**src/rtl/mem_access_stage_pkg.sv**
```systemverilog
// Shared MEM-stage defines: load/store op encodings, FSM states, access sizes
// and the reset values used by the write-back outputs.
package mem_access_stage_pkg;

    typedef enum logic [3:0] {
        OP_NONE = 4'd0,
        OP_LB   = 4'd1,
        OP_LBU  = 4'd2,
        OP_LH   = 4'd3,
        OP_LHU  = 4'd4,
        OP_LW   = 4'd5,
        OP_SB   = 4'd6,
        OP_SH   = 4'd7,
        OP_SW   = 4'd8
    } mem_op_e;

    typedef enum logic {
        ST_IDLE   = 1'b0,
        ST_ACCESS = 1'b1
    } state_e;

    typedef enum logic [1:0] {
        SZ_BYTE = 2'd0,
        SZ_HALF = 2'd1,
        SZ_WORD = 2'd2
    } size_e;

    localparam int NOP_REG_ADDR = 0;
    localparam int ZERO_WORD    = 0;

    function automatic logic op_is_load(input mem_op_e op);
        return (op == OP_LB) || (op == OP_LBU) || (op == OP_LH) ||
               (op == OP_LHU) || (op == OP_LW);
    endfunction

    function automatic logic op_is_store(input mem_op_e op);
        return (op == OP_SB) || (op == OP_SH) || (op == OP_SW);
    endfunction

    // "Word" means the full DATA_W bus width.
    function automatic size_e op_size(input mem_op_e op);
        case (op)
            OP_LB, OP_LBU, OP_SB: return SZ_BYTE;
            OP_LH, OP_LHU, OP_SH: return SZ_HALF;
            default:              return SZ_WORD;
        endcase
    endfunction

endpackage

```
**src/rtl/mem_access_stage_load_align.sv**
```systemverilog
// Load data formatter: picks the addressed byte/half lane out of the read word
// and sign- or zero-extends it; full-width loads pass straight through.
module mem_load_align
    import mem_access_stage_pkg::*;
#(
    parameter int DATA_W = 32,
    parameter int LANE_W = 2
) (
    input  mem_op_e             i_op,
    input  logic [LANE_W-1:0]   i_lane,
    input  logic [DATA_W-1:0]   i_rdata,
    output logic [DATA_W-1:0]   o_data
);

    logic [DATA_W-1:0] w_shifted;
    logic [7:0]        w_byte;
    logic [15:0]       w_half;

    assign w_shifted = i_rdata >> {i_lane, 3'b000};
    assign w_byte    = w_shifted[7:0];
    assign w_half    = w_shifted[15:0];

    always_comb begin
        o_data = i_rdata;
        case (i_op)
            OP_LB:   o_data = {{(DATA_W-8){w_byte[7]}}, w_byte};
            OP_LBU:  o_data = {{(DATA_W-8){1'b0}}, w_byte};
            OP_LH:   o_data = {{(DATA_W-16){w_half[15]}}, w_half};
            OP_LHU:  o_data = {{(DATA_W-16){1'b0}}, w_half};
            default: o_data = i_rdata;
        endcase
    end

endmodule

```
**src/rtl/mem_access_stage.sv**
```systemverilog
// MEM pipeline stage: runs loads/stores on a req/ack data port with bounded
// wait states, stalls upstream while busy and registers the write-back triple.
module mem_access_stage
    import mem_access_stage_pkg::*;
#(
    parameter int DATA_W     = 32,
    parameter int ADDR_W     = 32,
    parameter int REG_ADDR_W = 5,
    parameter int MAX_WAIT   = 15
) (
    input  logic                   clk,
    input  logic                   rst,
    input  logic                   valid_i,
    input  logic                   wreg_i,
    input  logic [REG_ADDR_W-1:0]  waddr_i,
    input  logic [DATA_W-1:0]      wdata_i,
    input  logic [3:0]             mem_op_i,
    input  logic [ADDR_W-1:0]      mem_addr_i,
    input  logic [DATA_W-1:0]      mem_sdata_i,
    output logic                   stall_o,
    output logic                   d_req_o,
    output logic                   d_we_o,
    output logic [DATA_W/8-1:0]    d_be_o,
    output logic [ADDR_W-1:0]      d_addr_o,
    output logic [DATA_W-1:0]      d_wdata_o,
    input  logic                   d_ack_i,
    input  logic [DATA_W-1:0]      d_rdata_i,
    output logic                   wreg_o,
    output logic [REG_ADDR_W-1:0]  waddr_o,
    output logic [DATA_W-1:0]      wdata_o,
    output logic                   misalign_o,
    output logic                   bus_err_o,
    output state_e                 dbg_state_o
);

    localparam int BE_W   = DATA_W / 8;
    localparam int LANE_W = $clog2(BE_W);
    localparam int CNT_W  = $clog2(MAX_WAIT + 1);
    localparam logic [CNT_W-1:0]      CNT_LAST  = CNT_W'(MAX_WAIT - 1);
    localparam logic [DATA_W-1:0]     ZERO      = DATA_W'(ZERO_WORD);
    localparam logic [REG_ADDR_W-1:0] NOP_WADDR = REG_ADDR_W'(NOP_REG_ADDR);

    state_e                 r_state;
    logic [CNT_W-1:0]       r_cnt;
    logic                   r_req;
    logic                   r_we;
    logic [BE_W-1:0]        r_be;
    logic [ADDR_W-1:0]      r_addr;
    logic [DATA_W-1:0]      r_wdata;
    mem_op_e                r_op;
    logic [LANE_W-1:0]      r_lane;
    logic                   r_wreg;
    logic [REG_ADDR_W-1:0]  r_waddr;
    logic                   r_wreg_o;
    logic [REG_ADDR_W-1:0]  r_waddr_o;
    logic [DATA_W-1:0]      r_wdata_o;
    logic                   r_misalign;
    logic                   r_bus_err;

    mem_op_e                w_op;
    logic [LANE_W-1:0]      w_lane;
    size_e                  w_size;
    logic                   w_is_load;
    logic                   w_is_store;
    logic                   w_is_mem;
    logic                   w_misalign;
    logic                   w_start;
    logic [BE_W-1:0]        w_be;
    logic [DATA_W-1:0]      w_rep;
    logic [ADDR_W-1:0]      w_aligned_addr;
    logic [DATA_W-1:0]      w_load_data;

    assign w_op           = mem_op_e'(mem_op_i);
    assign w_lane         = mem_addr_i[LANE_W-1:0];
    assign w_size         = op_size(w_op);
    assign w_is_load      = op_is_load(w_op);
    assign w_is_store     = op_is_store(w_op);
    assign w_is_mem       = w_is_load | w_is_store;
    assign w_start        = valid_i & w_is_mem & ~w_misalign;
    assign w_aligned_addr = {mem_addr_i[ADDR_W-1:LANE_W], {LANE_W{1'b0}}};

    // Lane enables, alignment check and store-data replication per access size.
    always_comb begin
        w_misalign = 1'b0;
        w_be       = '0;
        w_rep      = '0;
        case (w_size)
            SZ_BYTE: begin
                w_be  = BE_W'(1) << w_lane;
                w_rep = {BE_W{mem_sdata_i[7:0]}};
            end
            SZ_HALF: begin
                w_misalign = w_lane[0];
                w_be       = BE_W'(3) << w_lane;
                w_rep      = {(BE_W/2){mem_sdata_i[15:0]}};
            end
            default: begin
                w_misalign = |w_lane;
                w_be       = '1;
                w_rep      = mem_sdata_i;
            end
        endcase
    end

    mem_load_align #(
        .DATA_W (DATA_W),
        .LANE_W (LANE_W)
    ) u_load_align (
        .i_op    (r_op),
        .i_lane  (r_lane),
        .i_rdata (d_rdata_i),
        .o_data  (w_load_data)
    );

    always_ff @(posedge clk or negedge rst) begin
        if (!rst) begin
            r_state    <= ST_IDLE;
            r_cnt      <= '0;
            r_req      <= 1'b0;
            r_we       <= 1'b0;
            r_be       <= '0;
            r_addr     <= '0;
            r_wdata    <= ZERO;
            r_op       <= OP_NONE;
            r_lane     <= '0;
            r_wreg     <= 1'b0;
            r_waddr    <= NOP_WADDR;
            r_wreg_o   <= 1'b0;
            r_waddr_o  <= NOP_WADDR;
            r_wdata_o  <= ZERO;
            r_misalign <= 1'b0;
            r_bus_err  <= 1'b0;
        end else begin
            r_misalign <= 1'b0;
            r_bus_err  <= 1'b0;
            case (r_state)
                ST_IDLE: begin
                    if (!valid_i) begin
                        r_wreg_o <= 1'b0;
                    end else if (w_start) begin
                        r_state  <= ST_ACCESS;
                        r_cnt    <= '0;
                        r_req    <= 1'b1;
                        r_we     <= w_is_store;
                        r_be     <= w_be;
                        r_addr   <= w_aligned_addr;
                        r_wdata  <= w_rep;
                        r_op     <= w_op;
                        r_lane   <= w_lane;
                        r_wreg   <= wreg_i;
                        r_waddr  <= waddr_i;
                        r_wreg_o <= 1'b0;
                    end else if (w_is_mem) begin
                        r_wreg_o   <= 1'b0;
                        r_misalign <= 1'b1;
                    end else begin
                        r_wreg_o  <= wreg_i;
                        r_waddr_o <= waddr_i;
                        r_wdata_o <= wdata_i;
                    end
                end
                ST_ACCESS: begin
                    r_wreg_o <= 1'b0;
                    // An ack on the final wait cycle still counts as completion.
                    if (d_ack_i) begin
                        r_state <= ST_IDLE;
                        r_req   <= 1'b0;
                        if (!r_we) begin
                            r_wreg_o  <= r_wreg;
                            r_waddr_o <= r_waddr;
                            r_wdata_o <= w_load_data;
                        end
                    end else if (r_cnt == CNT_LAST) begin
                        r_state   <= ST_IDLE;
                        r_req     <= 1'b0;
                        r_bus_err <= 1'b1;
                    end else begin
                        r_cnt <= r_cnt + CNT_W'(1);
                    end
                end
                default: r_state <= ST_IDLE;
            endcase
        end
    end

    // Gated by reset so upstream is released the instant reset asserts.
    assign stall_o = rst & (((r_state == ST_IDLE) & w_start) |
                            ((r_state == ST_ACCESS) & ~d_ack_i));

    assign d_req_o     = r_req;
    assign d_we_o      = r_we;
    assign d_be_o      = r_be;
    assign d_addr_o    = r_addr;
    assign d_wdata_o   = r_wdata;
    assign wreg_o      = r_wreg_o;
    assign waddr_o     = r_waddr_o;
    assign wdata_o     = r_wdata_o;
    assign misalign_o  = r_misalign;
    assign bus_err_o   = r_bus_err;
    assign dbg_state_o = r_state;

endmodule

```
**config.mk**
```make
export PLATFORM = sky130hd
export DESIGN_NAME = mem_access_stage
export DESIGN_NICKNAME = d
export VERILOG_FILES = /design/src/rtl/mem_access_stage_pkg.sv /design/src/rtl/mem_access_stage_load_align.sv /design/src/rtl/mem_access_stage.sv
export SDC_FILE = /design/constraint.sdc
export NUM_CORES = 1
export LEC_CHECK = 0
export ABC_AREA = 0
export BUFFER_PORTS_ARGS = -buffer_cell sky130_fd_sc_hd__clkbuf_2
export CORE_UTILIZATION = 45
export CTS_BUF_LIST = sky130_fd_sc_hd__clkbuf_4
export CTS_CLUSTER_DIAMETER = 50
export CTS_CLUSTER_SIZE = 14
export DETAILED_ROUTE_END_ITERATION = 8
export PLACE_DENSITY_LB_ADDON = 0.1
export SYNTH_ARGS = -nofsm -noshare
export SYNTH_HDL_FRONTEND = slang
export SYNTH_HIERARCHICAL = 1
export SYNTH_SLANG_ARGS = --single-unit
```
**constraint.sdc**
```tcl
create_clock -name clk -period 2.31 [get_ports clk]
set_input_delay 0.462 -clock clk [delete_from_list [all_inputs] [get_ports clk]]
set_output_delay 0.462 -clock clk [all_outputs]
set_load 0.02 [all_outputs]
```
Word level (Yosys, flattened, before mapping) --
Cells that the tools add are included.
Word-level totals: bits in registers 125, bits of input ports 142, output and inout bits 112, word-level logic and storage cells 112
Cells by class: add/subtract/negate cells 1, equal/unequal tests 23, shift operators 3, muxes and demuxes 45, bitwise gates (word level) 10, reduce and logical (&&, ||, !) cells 14
Operators with widths (number):
- 2-to-1 mux 32 bit | 5
- one-hot mux 32 bit (2 select lines) | 2
- one-hot mux 32 bit (4 select lines) | 1
- right shift 32 x 5 -> 16 bit | 1
- 2-to-1 mux 5 bit | 5
- equality test 4 x 3 -> 1 bit, second input constant | 5
- 2-to-1 mux 1 bit | 20
- equality test 4 x 2 -> 1 bit, second input constant | 4
- 2-to-1 mux 4 bit | 4
- inequality test 2 bit, second input constant | 8
- one-hot mux 4 bit (2 select lines) | 2
- one-hot mux 5 bit (2 select lines) | 1
- equality test 4 x 1 -> 1 bit, second input constant | 2
- equality test 4 bit, second input constant | 2
- one-hot mux 1 bit (2 select lines) | 4
- logical OR 1 bit | 6
- AND reduction 3 bit | 2
- OR reduction 3 bit | 2
- AND 1 bit | 5
- AND reduction 5 bit | 1
- adder 4 x 1 -> 4 bit, second input constant | 1
- one-hot mux 2 bit (2 select lines) | 1
- AND reduction 4 bit | 1
- left shift 1 x 2 -> 4 bit, first input constant | 1
- 7 further kinds | 10

Logic depth before layout (Yosys ltp) --
Gate-level depths: netlist of run 1.
depth after elaboration 11, mapped depth 8, depth with buffers taken out 6

Hierarchy --
The synthesis of run 1 kept the hierarchy.
By module, submodules not included:
- mem_access_stage | times used 1, cells each 415, area each 5849.4 um^2, seq. area each 3128.0 um^2
- mem_load_align | times used 1, cells each 113, area each 797.0 um^2, seq. area each 0.0 um^2

Least setup slack after synthesis of run 1 --
OpenSTA, ideal clock, no wires.
kind input to output, from input mem_op_i[2], to output stall_o, data arrival time 2.035 ns, data required time 1.848 ns, slack -0.187 ns, stages 7, path buffers 3, cell sequence buf_4 -> o31a_1 -> or3_4 -> a31oi_4 -> buf_6 -> buf_6 -> o21a_1
On the way: cells in the longest elaborated chain, start to end 11, elaborated cells between the ends (all ways) 27, those cells by class 9 x eq/ne; 2 x mux; 7 x bitwise; 9 x reduce/logical
Ends and longest elaborated chain:
- start, declared | line mem_access_stage.sv:17 | input logic [3:0] mem_op_i,
- branches (longest 7 deep; another with equality test 4 x 2 -> 1 bit)
- AND 1 bit * | line mem_access_stage.sv:79 | assign w_start = valid_i & w_is_mem & ~w_misalign;
- AND 1 bit * | line mem_access_stage.sv:187 | assign stall_o = rst & (((r_state == ST_IDLE) & w_start) |
- OR 1 bit * | line mem_access_stage.sv:187
- AND 1 bit * | line mem_access_stage.sv:187
- end, declared | line mem_access_stage.sv:20 | output logic stall_o,
Mark *: on every way between the ends.

Worst setup path after layout of run 1 --
from register r_state, in the netlist dbg_state_o, to output stall_o
On the way: cells in the longest elaborated chain, start to end 4, elaborated cells between the ends (all ways) 5, those cells by class 5 x bitwise
Ends and longest elaborated chain:
- start, declared | line mem_access_stage.sv:43 | state_e r_state;
- start signal, assigned | line mem_access_stage.sv:117 | r_state <= ST_IDLE;
- start signal, assigned | line mem_access_stage.sv:141 | r_state <= ST_ACCESS;
- start signal, assigned | line mem_access_stage.sv:166 | r_state <= ST_IDLE;
- NOT 1 bit (no line)
- AND 1 bit | line mem_access_stage.sv:187
- OR 1 bit * | line mem_access_stage.sv:187
- AND 1 bit * | line mem_access_stage.sv:187
Every way passes the cells marked *; elsewhere a longest branch is shown, timed or not.

==> results of run 1 <==
==> cell usage after synthesis (3+ instances only) <==
master / number / area (µm²)
a211o_1: 7 / 61.3
a21o_1: 20 / 150
a21oi_1: 14 / 70.1
a221o_1: 8 / 80.1
a32o_1: 6 / 60.1
and2_1: 7 / 43.8
buf_2: 8 / 40.0
buf_4: 7 / 52.6
buf_6: 7 / 78.8
buf_8: 3 / 45.0
clkbuf_1: 10 / 37.5
dfrtp_1: 125 / 3130
inv_1: 4 / 15.0
mux2_1: 23 / 259
mux2_2: 138 / 1550
mux2_4: 10 / 150
mux2i_1: 9 / 90.1
nand2_1: 17 / 63.8
nand2b_1: 15 / 93.8
nand3_1: 13 / 65.1
nor2_1: 16 / 60.1
nor2b_1: 4 / 25.0
nor3_1: 6 / 30.0
o21ai_0: 12 / 60.1
o21bai_1: 3 / 22.5
xor2_1: 3 / 26.3
==> stage by stage <==
stage,instances,setup WS (ns),hold slack (ns)
after detailed placement,968,-0.0264,0.466
after global routing,1003,-0.132,0.0269
after floorplan,529,-0.000401,0.166
final,1003,-0.0268,-0.0269
after global placement,968,0.0151,0.465
after CTS,1001,-0.134,0.0311
==> where the power goes <==
part / leakage (nW) / internal, mW / switching [mW]
Sequential: 1.49 / 2.90 / 0.416
Clock: 0.160 / 0.767 / 0.899
Combinational: 2.59 / 1.69 / 2.04
==> critical path, delay by kind of cell, from the launching register on <==
family                 cells  cell delay, ns
and+or+nand+nor            2            0.50
buffers and inverters      1            0.11
DFF                        1            0.40
AOI/OAI and AO/OA          2            0.34
==> cell type report <==
type                       count  share of cell area
clock inverter                15              0.0213
tap                          184              0.0267
sequential                   125               0.363
multi-input combinational    363               0.380
clock buffer                  17              0.0148
antenna                        1            0.000290
timing repair buffer         293               0.192
inverter                       5             0.00218
==> per-layer routing <==
metal | routed length [µm] | up-vias
li1 | - | 2481
met1 | 7080 | 2583
met2 | 8510 | 197
met3 | 1210 | 31
met4 | 387 | 0
met5 | 0 | -
==> sequential cells by signal (all words and copies together), names as in the netlist <==
signal and count:
d_wdata_o 32, wdata_o 32, d_addr_o 30, r_waddr 5, waddr_o 5, d_be_o 4, r_cnt 4, r_op 4
r_lane 2, bus_err_o 1, d_req_o 1, d_we_o 1, dbg_state_o 1, misalign_o 1, r_wreg 1, wreg_o 1
==> cell families (layout without fill, tap and decap cells) <==
group	Yosys count	in the layout	share of synthesized area
adder cells (fa/ha/maj)	2	2	0.00376
multiplexers	180	180	0.309
flip-flops	125	125	0.471
AO/OA/AOI/OAI	87	87	0.100
other	1	3	0.000564
AND/OR/NAND/NOR	89	89	0.0704
XOR/XNOR	3	3	0.00395
buffers and inverters	41	330	0.0416
==> worst min-delay path by stage <==
stage | startpoint | end | slack [ns]
2_1_floorplan | rst | bus_err_o$_DFF_PN0_ | 0.17
3_3_place_gp | d_req_o$_DFFE_PN0P_ | d_req_o$_DFFE_PN0P_ | 0.46
3_5_place_dp | d_req_o$_DFFE_PN0P_ | d_req_o$_DFFE_PN0P_ | 0.47
4_1_cts | rst | wdata_o[17]$_DFFE_PN0P_ | 0.03
5_1_grt | rst | wdata_o[16]$_DFFE_PN0P_ | 0.03
6_report | rst | wdata_o[16]$_DFFE_PN0P_ | -0.03
==> timing repair <==
action                     CTS  global route
pin swaps                    1             1
resized for setup            6             4
setup buffers                1             1
setup endpoints to repair    1             9
==> metrics, run 1 <==
status finished, violations left; failing checks negative hold slack, negative setup slack; crit path max-delay cell type dfrtp_1; Setup CP Type reg2out; Final HPWL DP 13.0 mm; Crit path required time about 1.9 ns; commonest non-fill, non-tap cell in the layout clkbuf_2; Iteration-0 DRC Markers 300; Rows 44; Worst Path Max Fanout 2; Final Setup Violations 1; die area 15300 µm²; Mapped Cells 528; RSZ-0062 raised after global routing yes; IO buf count 251; hold_buf cts 0; Fmax around 430 MHz; reg2reg end wdata_o[0]$_DFFE_PN0P_; Max-Cap Viols 0; final worst slack -0.0268 ns; Routed Wire Length around 17 mm; final hold vios 4; CP cell instances nand2b_4 -> or3_4 -> a31oi_4 -> o21a_4 -> buf_8; grt met2 use 0.393; maximum vdd drop about 0.00051 V; Async SR Flop Fraction 1.00; Synth Cell Area about 6600 µm²; nets around 950; TritonRoute pass-1 iters 4; max-slew violations 0; actual slew at the worst max-slew pin ~0.85 ns; Worst-Skew Late Latency roughly 0.54 ns; CTS tree built; Inserted Clock Buffers 17; M1 GR Usage 0.280; multi-input combinational cell area 3280 µm²; Yosys reg bits 125; Via density around 5.3; Avg Cell Area, Syn ~13 µm²; Area Growth Syn to Fin 29.8%; number of global-route vias before repair 5371; chip width approximately 120 µm; Worst Reg-to-Reg Cells 6; synth warn 6; Root Buffer clkbuf_4; Area after DPL roughly 8300 µm²; largest net degree at the start of global routing approximately 130; clk buf depth 2; Worst Setup SP dbg_state_o$_DFF_PN0_; Pleak 4.24 nW; worst r2r src r_op[0]$_DFFE_PN0P_; register area 3130 µm²; htree depth 4; reg-to-reg setup timing slack 0.09 ns; Final ANT Viol Nets 0; drt wl/cell around 17 µm; Design Power approximately 8.7 mW; met3 global-route usage 0.0692; setup TNS -0.0268 ns; Crit path largest cell delay approximately 0.40 ns; first-pass GRT wire length 27.2 mm; Setup crit end kind output pin; Startpoint Class register; Layout Skew between 0.02 and 0.03 ns; post-route cell area 8620 µm²; Most Crowded Layer GR met2; Total Routing Usage GR 0.234; Power Density between 1000 and 1500 nW/µm²; Seq/Total Area, Yosys 0.471; Remaining Overflow, GRT 0; CP endpoint stall_o; I/O Pins about 250; fill count about 1200; Max-slew headroom 0.432; share of cells above drive strength 1 0.595; CTS sink count roughly 130; most frequent cells in the layout clkbuf_2 (249), mux2_2 (138), dfrtp_1 (125), buf_4 (36), mux2_1 (23); Worst EP arrival approximately 1.9 ns; worst hold path type in2async; initial core utilization 0.459; final core occ 0.596; period utilization 1.01; initial antenna violation count 1; Vias ~5300; CTS clk-pin slew, worst paths between 0.1 and 0.15 ns; CORE AREA about 14000 µm²; Die Height 124 µm; number of flops mapped to enable cells by yosys 0; DRC 0; global placer's final weighted congestion about 0.9; Yosys cell types 52; Final min period 2.34 ns; commonest register cell after synthesis dfrtp_1; final hold slack -0.0269 ns
No activity file was read; power rests on OpenSTA's default activity.
==> run 2, diff against run 1 <==
==> constraint.sdc (replaced) <==
create_clock -name clk -period 2.31 [get_ports clk]
set_input_delay 0.1155 -clock clk [delete_from_list [all_inputs] [get_ports clk]]
set_output_delay 0.1155 -clock clk [all_outputs]
set_load 0.02 [all_outputs]
==> run 2 against run 1 <==
Against the previous run: the flow now finishes without violations; cell count is 9.8% higher; setup slack better by 0.10 ns; first-iteration DRC count is 13% lower; core utilization is 7.1 points higher; critical path type is now reg2reg; critical endpoint is now wdata_o[0]$_DFFE_PN0P_.
==> metrics, run 2 (same netlist as run 1, synthesis figures left out) <==
status finished, final reports clean; htree depth 4 (unchanged); Worst Setup SP r_op[0]$_DFFE_PN0P_; Iteration-0 DRC Markers 260 (-13%); Fmax 448 MHz (+4.6%); drt wl/cell 17.1 µm (-0.17%); final hold vios 0 (-4); Worst Reg-to-Reg Cells 6 (unchanged); TritonRoute pass-1 iters 5 (+1); Startpoint Class register; first-pass GRT wire length 28.9 mm (+6.2%); most frequent cells in the layout clkbuf_2 (249), mux2_2 (138), dfrtp_1 (125), dlygate4sd3_1 (114), buf_4 (25); Final Setup Violations 0 (-1); Die Height 124 µm (unchanged); Final ANT Viol Nets 0 (unchanged); nets 1051 (+11%); number of global-route vias before repair 5955 (+11%); reg-to-reg setup timing slack 0.08 ns (about the same); Setup CP Type reg2reg; I/O Pins 254 (unchanged); worst hold path type in2reg; largest net degree at the start of global routing 77 (-39%); IO buf count 251 (unchanged); commonest non-fill, non-tap cell in the layout clkbuf_2; final worst slack 0.0755 ns (+0.102 ns); chip width 124 µm (unchanged); maximum vdd drop 0.000564 V (+11%); reg2reg end wdata_o[0]$_DFFE_PN0P_; Antenna Cells 0 (-1); Final min period 2.23 ns (-0.102 ns); setup TNS 0 ns (+0.0268 ns); Total Routing Usage GR 0.251 (+0.0176); CTS tree built; Final HPWL DP 12.9 mm (-0.68%); Routed Wire Length 18.8 mm (+9.6%); clk buf depth 2 (unchanged); Worst Path Max Fanout 15 (+13); Via density 5.23 (-0.79%); hold depth 4; Worst-Skew Late Latency 0.53 ns (about the same); Layout Skew 0.0185 ns (-0.00858 ns); die area 15300 µm² (unchanged); CORE AREA 14500 µm² (unchanged); Max-Cap Viols 0 (unchanged); Pleak 4.67 nW (+10%); Rows 44 (unchanged); worst r2r src r_op[0]$_DFFE_PN0P_; initial core utilization 0.459 (unchanged); Vias 5763 (+8.9%); DRC 0 (unchanged); Max-slew headroom 0.613 (+0.181); CTS sink count 125 (unchanged); Inserted Clock Buffers 17 (unchanged); Power Density 912 nW/µm² (-9.6%); Setup crit end kind register; RSZ-0062 raised after global routing no; Remaining Overflow, GRT 0 (unchanged); Crit path required time 2.72 ns (+0.87 ns); global placer's final weighted congestion 0.917 (+2.8%); CTS clk-pin slew, worst paths 0.10 ns (-0.02 ns); share of cells above drive strength 1 0.511 (-0.0839); Setup WS pre-CTS 0.0325 ns (+0.0590 ns); max-slew violations 0 (unchanged); CP endpoint wdata_o[0]$_DFFE_PN0P_; period utilization 0.967 (-0.0443); initial antenna violation count 0 (-1); Worst EP arrival 2.65 ns (+0.78 ns); actual slew at the worst max-slew pin 0.579 ns (-0.273 ns); Area Growth Syn to Fin 45.2%; Root Buffer clkbuf_4
## run 2: cell count changes in the layout (fill, tap and decap cells not counted), sizes merged
cell,change
dlygate4sd3,+114
buf,-12
inv,-6
clkinvlp,-3
clkbuf,+2
clkinv,+2
bufbuf,+1
bufinv,+1
diode,-1
## run 2: what timing repair did
action | CTS | global route
setup buffers | 2 | 0
gates cloned | 1 | 0
setup endpoints to repair | 1 | 16
hold endpoints to repair | 173 | 1
gates resized for setup | 0 | 7
hold buffers | 113 | 1
## run 2: worst min path at each step
stage,startpoint,to
2_1_floorplan,rst,bus_err_o$_DFF_PN0_
3_3_place_gp,rst,wdata_o[7]$_DFFE_PN0P_
3_5_place_dp,rst,wdata_o[7]$_DFFE_PN0P_
4_1_cts,mem_op_i[1],misalign_o$_DFF_PN0_
5_1_grt,d_rdata_i[3],wdata_o[3]$_DFFE_PN0P_
6_report,mem_op_i[1],misalign_o$_DFF_PN0_
## run 2: cell type report
type	count	area, µm²
multi-input combinational	363	3270
clock buffer	20	150
fill	1133	4830
timing repair buffer	395	2710
tap	184	230
inverter	5	18.8
clock inverter	9	146
sequential	125	3130
## run 2: where the power goes
part	internal (mW)	leakage [nW]	total [mW]	switching (mW)
registers	2.90	1.49	3.33	0.423
clock network	0.869	0.164	1.64	0.774
logic	1.77	3.01	3.84	2.07
total	5.54	4.67	8.81	3.26
## run 2: worst max-delay path, stage by stage (launching register included)
cell and delay (ns):
dfrtp_1 0.39, or3b_4 0.42, a21o_2 0.31, buf_4 0.20
a211o_1 0.30, mux2_2 0.26, mux2_2 0.26
## run 2: per-stage QoR
stage | utilization | hold WS, ns | instances | total power [mW] | area (µm²)
global placement | 0.563 | 0.106 | 955 | 6.89 | 8150
detailed placement | 0.563 | 0.106 | 955 | 7.00 | 8150
CTS | 0.664 | 0.0105 | 1100 | 8.85 | 9620
finish | 0.667 | 0.0636 | 1101 | 8.81 | 9650
floorplan | - | -0.180 | 529 | 5.72 | 6650
global route | 0.667 | 0.0434 | 1101 | 9.34 | 9650
## run 2: layer usage
layer / wire (µm) / GRT usage
met1: 7550 / 0.285
met2: 9640 / 0.438
met3: 1140 / 0.0715
met4: 500 / 0.113
met5: 0 / 0
